[src/rtl/ctrl_mc.sv]
// Multi-cycle control sequencer for the SISC datapath (FETCH/DECODE/EXECUTE/MEM/WB).
// Optional SWP support: define CTRL_SWP_EN to enable the two-cycle swap writeback (WB, WB2).
module ctrl_mc #(
  parameter int OPW         = 4,
  parameter int MMW         = 4,
  parameter int MEM_TIMEOUT = 16
) (
  input  logic           clk,
  input  logic           rst_f,
  input  logic [OPW-1:0] opcode,
  input  logic [MMW-1:0] mm,
  input  logic [MMW-1:0] stat,
  input  logic           dm_ack,
  output logic           ir_load,
  output logic           pc_write,
  output logic [1:0]     pc_sel,
  output logic [1:0]     alu_op,
  output logic           rf_we,
  output logic [1:0]     wb_sel,
  output logic           dm_req,
  output logic           dm_we,
  output logic           halted,
  output logic           err,
  output logic [3:0]     state
);

  localparam int CW = $clog2(MEM_TIMEOUT + 1);

  localparam logic [OPW-1:0] OP_LOD = OPW'(1);
  localparam logic [OPW-1:0] OP_STR = OPW'(2);
  localparam logic [OPW-1:0] OP_SWP = OPW'(3);
  localparam logic [OPW-1:0] OP_BRA = OPW'(4);
  localparam logic [OPW-1:0] OP_BRR = OPW'(5);
  localparam logic [OPW-1:0] OP_BNE = OPW'(6);
  localparam logic [OPW-1:0] OP_BNR = OPW'(7);
  localparam logic [OPW-1:0] OP_ALU = OPW'(8);
  localparam logic [OPW-1:0] OP_HLT = OPW'(15);

  typedef enum logic [3:0] {
    S_START0  = 4'd0,
    S_START1  = 4'd1,
    S_FETCH   = 4'd2,
    S_DECODE  = 4'd3,
    S_EXECUTE = 4'd4,
    S_MEM     = 4'd5,
    S_WB      = 4'd6,
    S_WB2     = 4'd7,
    S_HALT    = 4'd8,
    S_ERR     = 4'd9
  } state_t;

  state_t        state_q, state_d;
  logic [CW-1:0] cnt_q;

  logic is_mem, is_swp, cond_hit, timeout_hit;

  assign is_mem      = (opcode == OP_LOD) || (opcode == OP_STR);
  assign cond_hit    = |(stat & mm);
  assign timeout_hit = (cnt_q == CW'(MEM_TIMEOUT - 1));

`ifdef CTRL_SWP_EN
  assign is_swp = (opcode == OP_SWP);
`else
  assign is_swp = 1'b0;
`endif

  // NOTE: sequential state uses non-blocking assignments so every register samples pre-edge values.
  always_ff @(posedge clk or negedge rst_f) begin
    if (!rst_f) begin
      state_q <= S_START1;
      cnt_q   <= '0;
    end else begin
      state_q <= state_d;
      // Held at zero outside MEM, so it is always clear on entry.
      if (state_q != S_MEM)  cnt_q <= '0;
      else if (!dm_ack)      cnt_q <= cnt_q + CW'(1);
    end
  end

  // NOTE: every output and state_d gets a default first, so no path leaves a latch behind.
  always_comb begin
    state_d  = state_q;
    ir_load  = 1'b0;
    pc_write = 1'b0;
    pc_sel   = 2'b00;
    alu_op   = 2'b00;
    rf_we    = 1'b0;
    wb_sel   = 2'b00;
    dm_req   = 1'b0;
    dm_we    = 1'b0;
    halted   = 1'b0;
    err      = 1'b0;

    unique case (state_q)
      S_START0: state_d = S_START1;
      S_START1: state_d = S_FETCH;

      S_FETCH: begin
        ir_load  = 1'b1;
        pc_write = 1'b1;
        state_d  = S_DECODE;
      end

      S_DECODE: state_d = (opcode == OP_HLT) ? S_HALT : S_EXECUTE;

      S_EXECUTE: begin
        if (opcode == OP_ALU)  alu_op = {1'b0, mm == MMW'(8)};
        else if (is_mem)       alu_op = 2'b11;
        else                   alu_op = 2'b10;

        if (((opcode == OP_BRA || opcode == OP_BRR) && cond_hit) ||
            ((opcode == OP_BNE || opcode == OP_BNR) && !cond_hit)) begin
          pc_write = 1'b1;
          pc_sel   = (opcode == OP_BRA || opcode == OP_BNE) ? 2'b01 : 2'b10;
        end
        state_d = S_MEM;
      end

      S_MEM: begin
        if (is_mem) begin
          dm_req = 1'b1;
          dm_we  = (opcode == OP_STR);
          // An ack on the last permitted cycle takes priority over the trap.
          if (dm_ack)            state_d = S_WB;
          else if (timeout_hit)  state_d = S_ERR;
        end else begin
          state_d = S_WB;
        end
      end

      S_WB: begin
        if (opcode == OP_ALU) begin
          rf_we  = 1'b1;
          wb_sel = 2'b00;
        end else if (opcode == OP_LOD) begin
          rf_we  = 1'b1;
          wb_sel = 2'b01;
        end else if (is_swp) begin
          rf_we  = 1'b1;
          wb_sel = 2'b11;
        end else begin
          wb_sel = 2'b10;
        end
        state_d = is_swp ? S_WB2 : S_FETCH;
      end

      S_WB2: begin
`ifdef CTRL_SWP_EN
        rf_we  = 1'b1;
        wb_sel = 2'b11;
`endif
        state_d = S_FETCH;
      end

      S_HALT: halted = 1'b1;
      S_ERR:  err    = 1'b1;

      default: state_d = S_START1;
    endcase
  end

  assign state = state_q;

endmodule

[config.mk]
export PLATFORM = sky130hd
export DESIGN_NAME = ctrl_mc
export DESIGN_NICKNAME = d
export VERILOG_FILES = /design/src/rtl/ctrl_mc.sv
export SDC_FILE = /design/constraint.sdc
export NUM_CORES = 1
export LEC_CHECK = 0
export CORE_MARGIN = 2
export CORE_UTILIZATION = 40
export DETAILED_ROUTE_END_ITERATION = 8
export GPL_TIMING_DRIVEN = 0
export PLACE_DENSITY = 0.81
export SYNTH_ARGS = -nofsm -noshare
export SYNTH_HDL_FRONTEND = slang
export SYNTH_SLANG_ARGS = --single-unit
[constraint.sdc]
create_clock -name clk -period 1.86 [get_ports clk]
set_input_delay 0.186 -clock clk [delete_from_list [all_inputs] [get_ports clk]]
set_output_delay 0.186 -clock clk [all_outputs]
set_load 0.005 [all_outputs]
==> summary.md, run 1 <==
| Metric | Value |
|---|---|
| Status | `finished, violations left` |
| Failing checks | `negative setup slack` |
| Top Family by Delay on Critical Path | `simple AND/OR/NAND/NOR gates` |
| CP arrival | `between 1.5 and 2 ns` |
| Routed WL | `2.098 mm` |
| Final hold slack | `around 0.22 ns` |
| Critical path class | `reg -> out` |
| Commonest cells post-synth | `nor2_1, dfrtp_1, a21oi_1, inv_1, xor2_1` |
| Syn avg cell area | `8.681 um2` |
| # diodes | `0` |
| Initial core utilization | `0.4163` |
| Worst path max stage delay | `between 0.5 and 0.6 ns` |
| Clock-pin slew on the worst setup and hold paths | `~0.06 ns` |
| Port Buffers | `28` |
| CTS tree | `built` |
| Final hold violation count | `0` |
| Drt drc | `0` |
| Sw Ratio | `0.3442` |
| Reg2reg setup slack | `0.45 ns` |
| PD cells | `887.5 nW/um2` |
| DRT iter0 DRCs | `10` |
| Pleak | `0.5281 nW` |
| Die Ht | `45.93 um` |
| Rows | `15` |
| Async set-reset flop share out of synthesis | `1.000` |
| Avg Vias per Cell | `between 5 and 6` |
| Place WS | `-0.5345 ns` |
| RSZ-0062 raised after global routing | `yes` |
| Sequential fraction of the synthesis area | `0.3221` |
| Max cap viols | `0` |
| CTS root buf | `clkbuf_4` |
| Post-synth EDFFs | `0` |
| Top-level port count | `32` |
| Core Area | `around 1700 um2` |
| Total power | `1.060 mW` |
| Synth Register Bits | `9` |
| Gpl congestion | `0.7402` |
| Die Area | `2109 um2` |
| Largest net degree at the start of global routing | `11` |
| Cells along the critical path | `or4b_4 -> buf_4 -> buf_6 -> nor2_2 -> o21a_1 -> clkdlybuf4s15_2` |
| Clock sink total | `9` |
| Pre-antenna DRT Iters | `4` |
| Internal power | `0.6954 mW` |
| CP Buf/Inv Count | `3` |
| Ys flop type | `dfrtp_1` |
| P_sw | `around 0.37 mW` |
| Synth Instances | `between 80 and 90` |
| Initial antenna violation count | `0` |
| Area after DPL | `1005 um2` |
| Fin crit period | `approximately 2.1 ns` |
| Flop pwr share | `0.261` |
| Final setup fails | `5` |
| Clk Latency, worst-skew pair | `0.26 ns` |
| Reg2reg start | `state[0]` |
| First-pass GRT wire length | `3.256 mm` |
| Grt total ovfl | `0` |
| Post-DP HPWL | `1.343 mm` |
| Top-area cell type share of the netlist area | `0.2847` |
| Synth cell types | `37` |
| Final Util | `0.7074` |
| Vias in the first global route | `820` |
| Final setup TNS | `-0.8104 ns` |
| Final period util | `1.116` |
| Clock skew | `between 0.0004 and 0.0005 ns` |
| Proportion of layout cells with a drive suffix above 1 | `0.3231` |
| Post-Layout Cell Count | `between 100 and 150` |
| Gate power share | `0.601` |
| Most numerous cell in the Yosys netlist | `nor2_1` |
| Synthesis-to-finish area growth | `69.93%` |
| TritonCTS buffer count | `3` |
| DR WL/cell | `14.27 um` |
| Crit-path max FO | `4` |
| Placed cells | `126` |
| Critical path origin | `state[1]` |
| Worst VDD drop | `0.6825 mV` |
| Setup crit end kind | `output port` |
| Syn nets | `98` |
| DR vias | `827` |
| Least-Margin Pin Slew | `0.4236 ns` |
| # nets final | `148` |
| Tightest Hold Check Type | `in -> async` |
| CTS max path bufs | `2` |
| Max Clk Rate | `481.8 MHz` |
| Max-slew violations | `0` |
| Mapped Area | `703.2 um2` |
| Synth warn | `0` |
| Worst setup SP type | `flip-flop` |
| Synth area leader | `dfrtp_1` |
| CP max stage cell | `or4b_4` |
| H-tree levels | `1` |
| Fin area | `1195 um2` |
| All-layer global routing usage | `0.2167` |
| Final worst slack | `-0.2157 ns` |
| Slew HR | `0.7137` |
| Largest cells by area after synthesis | `dfrtp_1, nor2_1, xor2_1, a21oi_1, dfstp_2` |
| Remaining antenna violation count | `0` |
| Die X-Extent | `45.93 um` |
| Clk pwr share | `0.139` |
| Critical path data required time | `between 1.5 and 2 ns` |
==> cell type report <==
class	count	area, um2
Sequential cell	9	229.0
Buffer	5	31.28
Inverter	4	15.01
Clock buffer	4	26.28
Tap cell	17	21.27
Timing Repair Buffer	45	391.6
Multi-Input combinational cell	63	480.5
Fill cell	143	494.2
==> final timing paths <==
path,to,cells after the start
setup reg to reg,state[3],4
min in group clk,cnt_q[0],3
hold reg to reg,cnt_q[4],2
max in group asynchronous,state[0],1
hold / removal,cnt_q[2],1
setup / recovery,alu_op[0],6
==> cell families (layout without fill, tap and decap cells) <==
logic type	Yosys count	count (layout)	synth area share
adders and majority gates	2	2	0.03558
and+or+nand+nor	38	38	0.3417
xor gates and xnor gates	5	5	0.06227
buffers and inverters	9	58	0.05515
AOI/OAI and AO/OA	17	17	0.1690
muxes	1	1	0.01424
DFF	9	9	0.3221
==> per-layer routing <==
metal | vias to the layer above | GRT usage | share of wire
met5 | - | 0 | 0
met4 | 0 | 0.1314 | 0.024
met3 | 6 | 0.04365 | 0.055
met2 | 27 | 0.4111 | 0.52
met1 | 393 | 0.2073 | 0.40
li1 | 401 | - | -
==> layout by cell type (no fill, tap or decap), drive strengths merged, types with 2 or more instances in the layout <==
| cell type | n |
|---|---|
| a21oi | 6 |
| a22oi | 2 |
| a311oi | 2 |
| buf | 22 |
| clkbuf | 7 |
| clkdlybuf4s15 | 2 |
| clkdlybuf4s50 | 15 |
| dfrtp | 8 |
| dlygate4sd2 | 8 |
| ha | 2 |
| inv | 4 |
| nand2 | 2 |
| nand2b | 3 |
| nand4 | 3 |
| nand4b | 2 |
| nor2 | 11 |
| nor2b | 2 |
| nor4 | 3 |
| nor4b | 2 |
| or3b | 2 |
| xor2 | 4 |
==> power groups by stage <==
stage          registers (mW)  logic, mW  clock network (mW)
4_1_cts                 0.274      0.584               0.157
3_3_place_gp            0.302      0.415                   0
5_1_grt                 0.280      0.689               0.162
6_report                0.277      0.637               0.147
3_5_place_dp            0.305      0.420                   0
2_1_floorplan           0.295      0.216                   0
==> sequential cells by signal, indices dropped and copies added, names as in the netlist <==
| register | count |
|---|---|
| cnt_q | 5 |
| state | 4 |
==> repair_timing <==
action / in CTS / in global routing
pin swaps: 7 / 3
setup endpoints to repair: 13 / 7
gates resized for setup: 40 / 3
buffers inserted: 13 / 4
hold buffers: 0 / 0
endpoints found under the hold margin: 0 / 0
cloned: 0 / 0
No activity file was read; power rests on OpenSTA's default activity.
==> run 2, diff against run 1 <==
--- a/config.mk
+++ b/config.mk
@@ -10,6 +10,7 @@
 export DETAILED_ROUTE_END_ITERATION = 8
 export GPL_TIMING_DRIVEN = 0
 export PLACE_DENSITY = 0.81
+export SKIP_LAST_GASP = 1
 export SYNTH_ARGS = -nofsm -noshare
 export SYNTH_HDL_FRONTEND = slang
 export SYNTH_SLANG_ARGS = --single-unit
==> results of run 2 <==
Same layout as run 1: the final DEF is identical, and so are final timing and power.
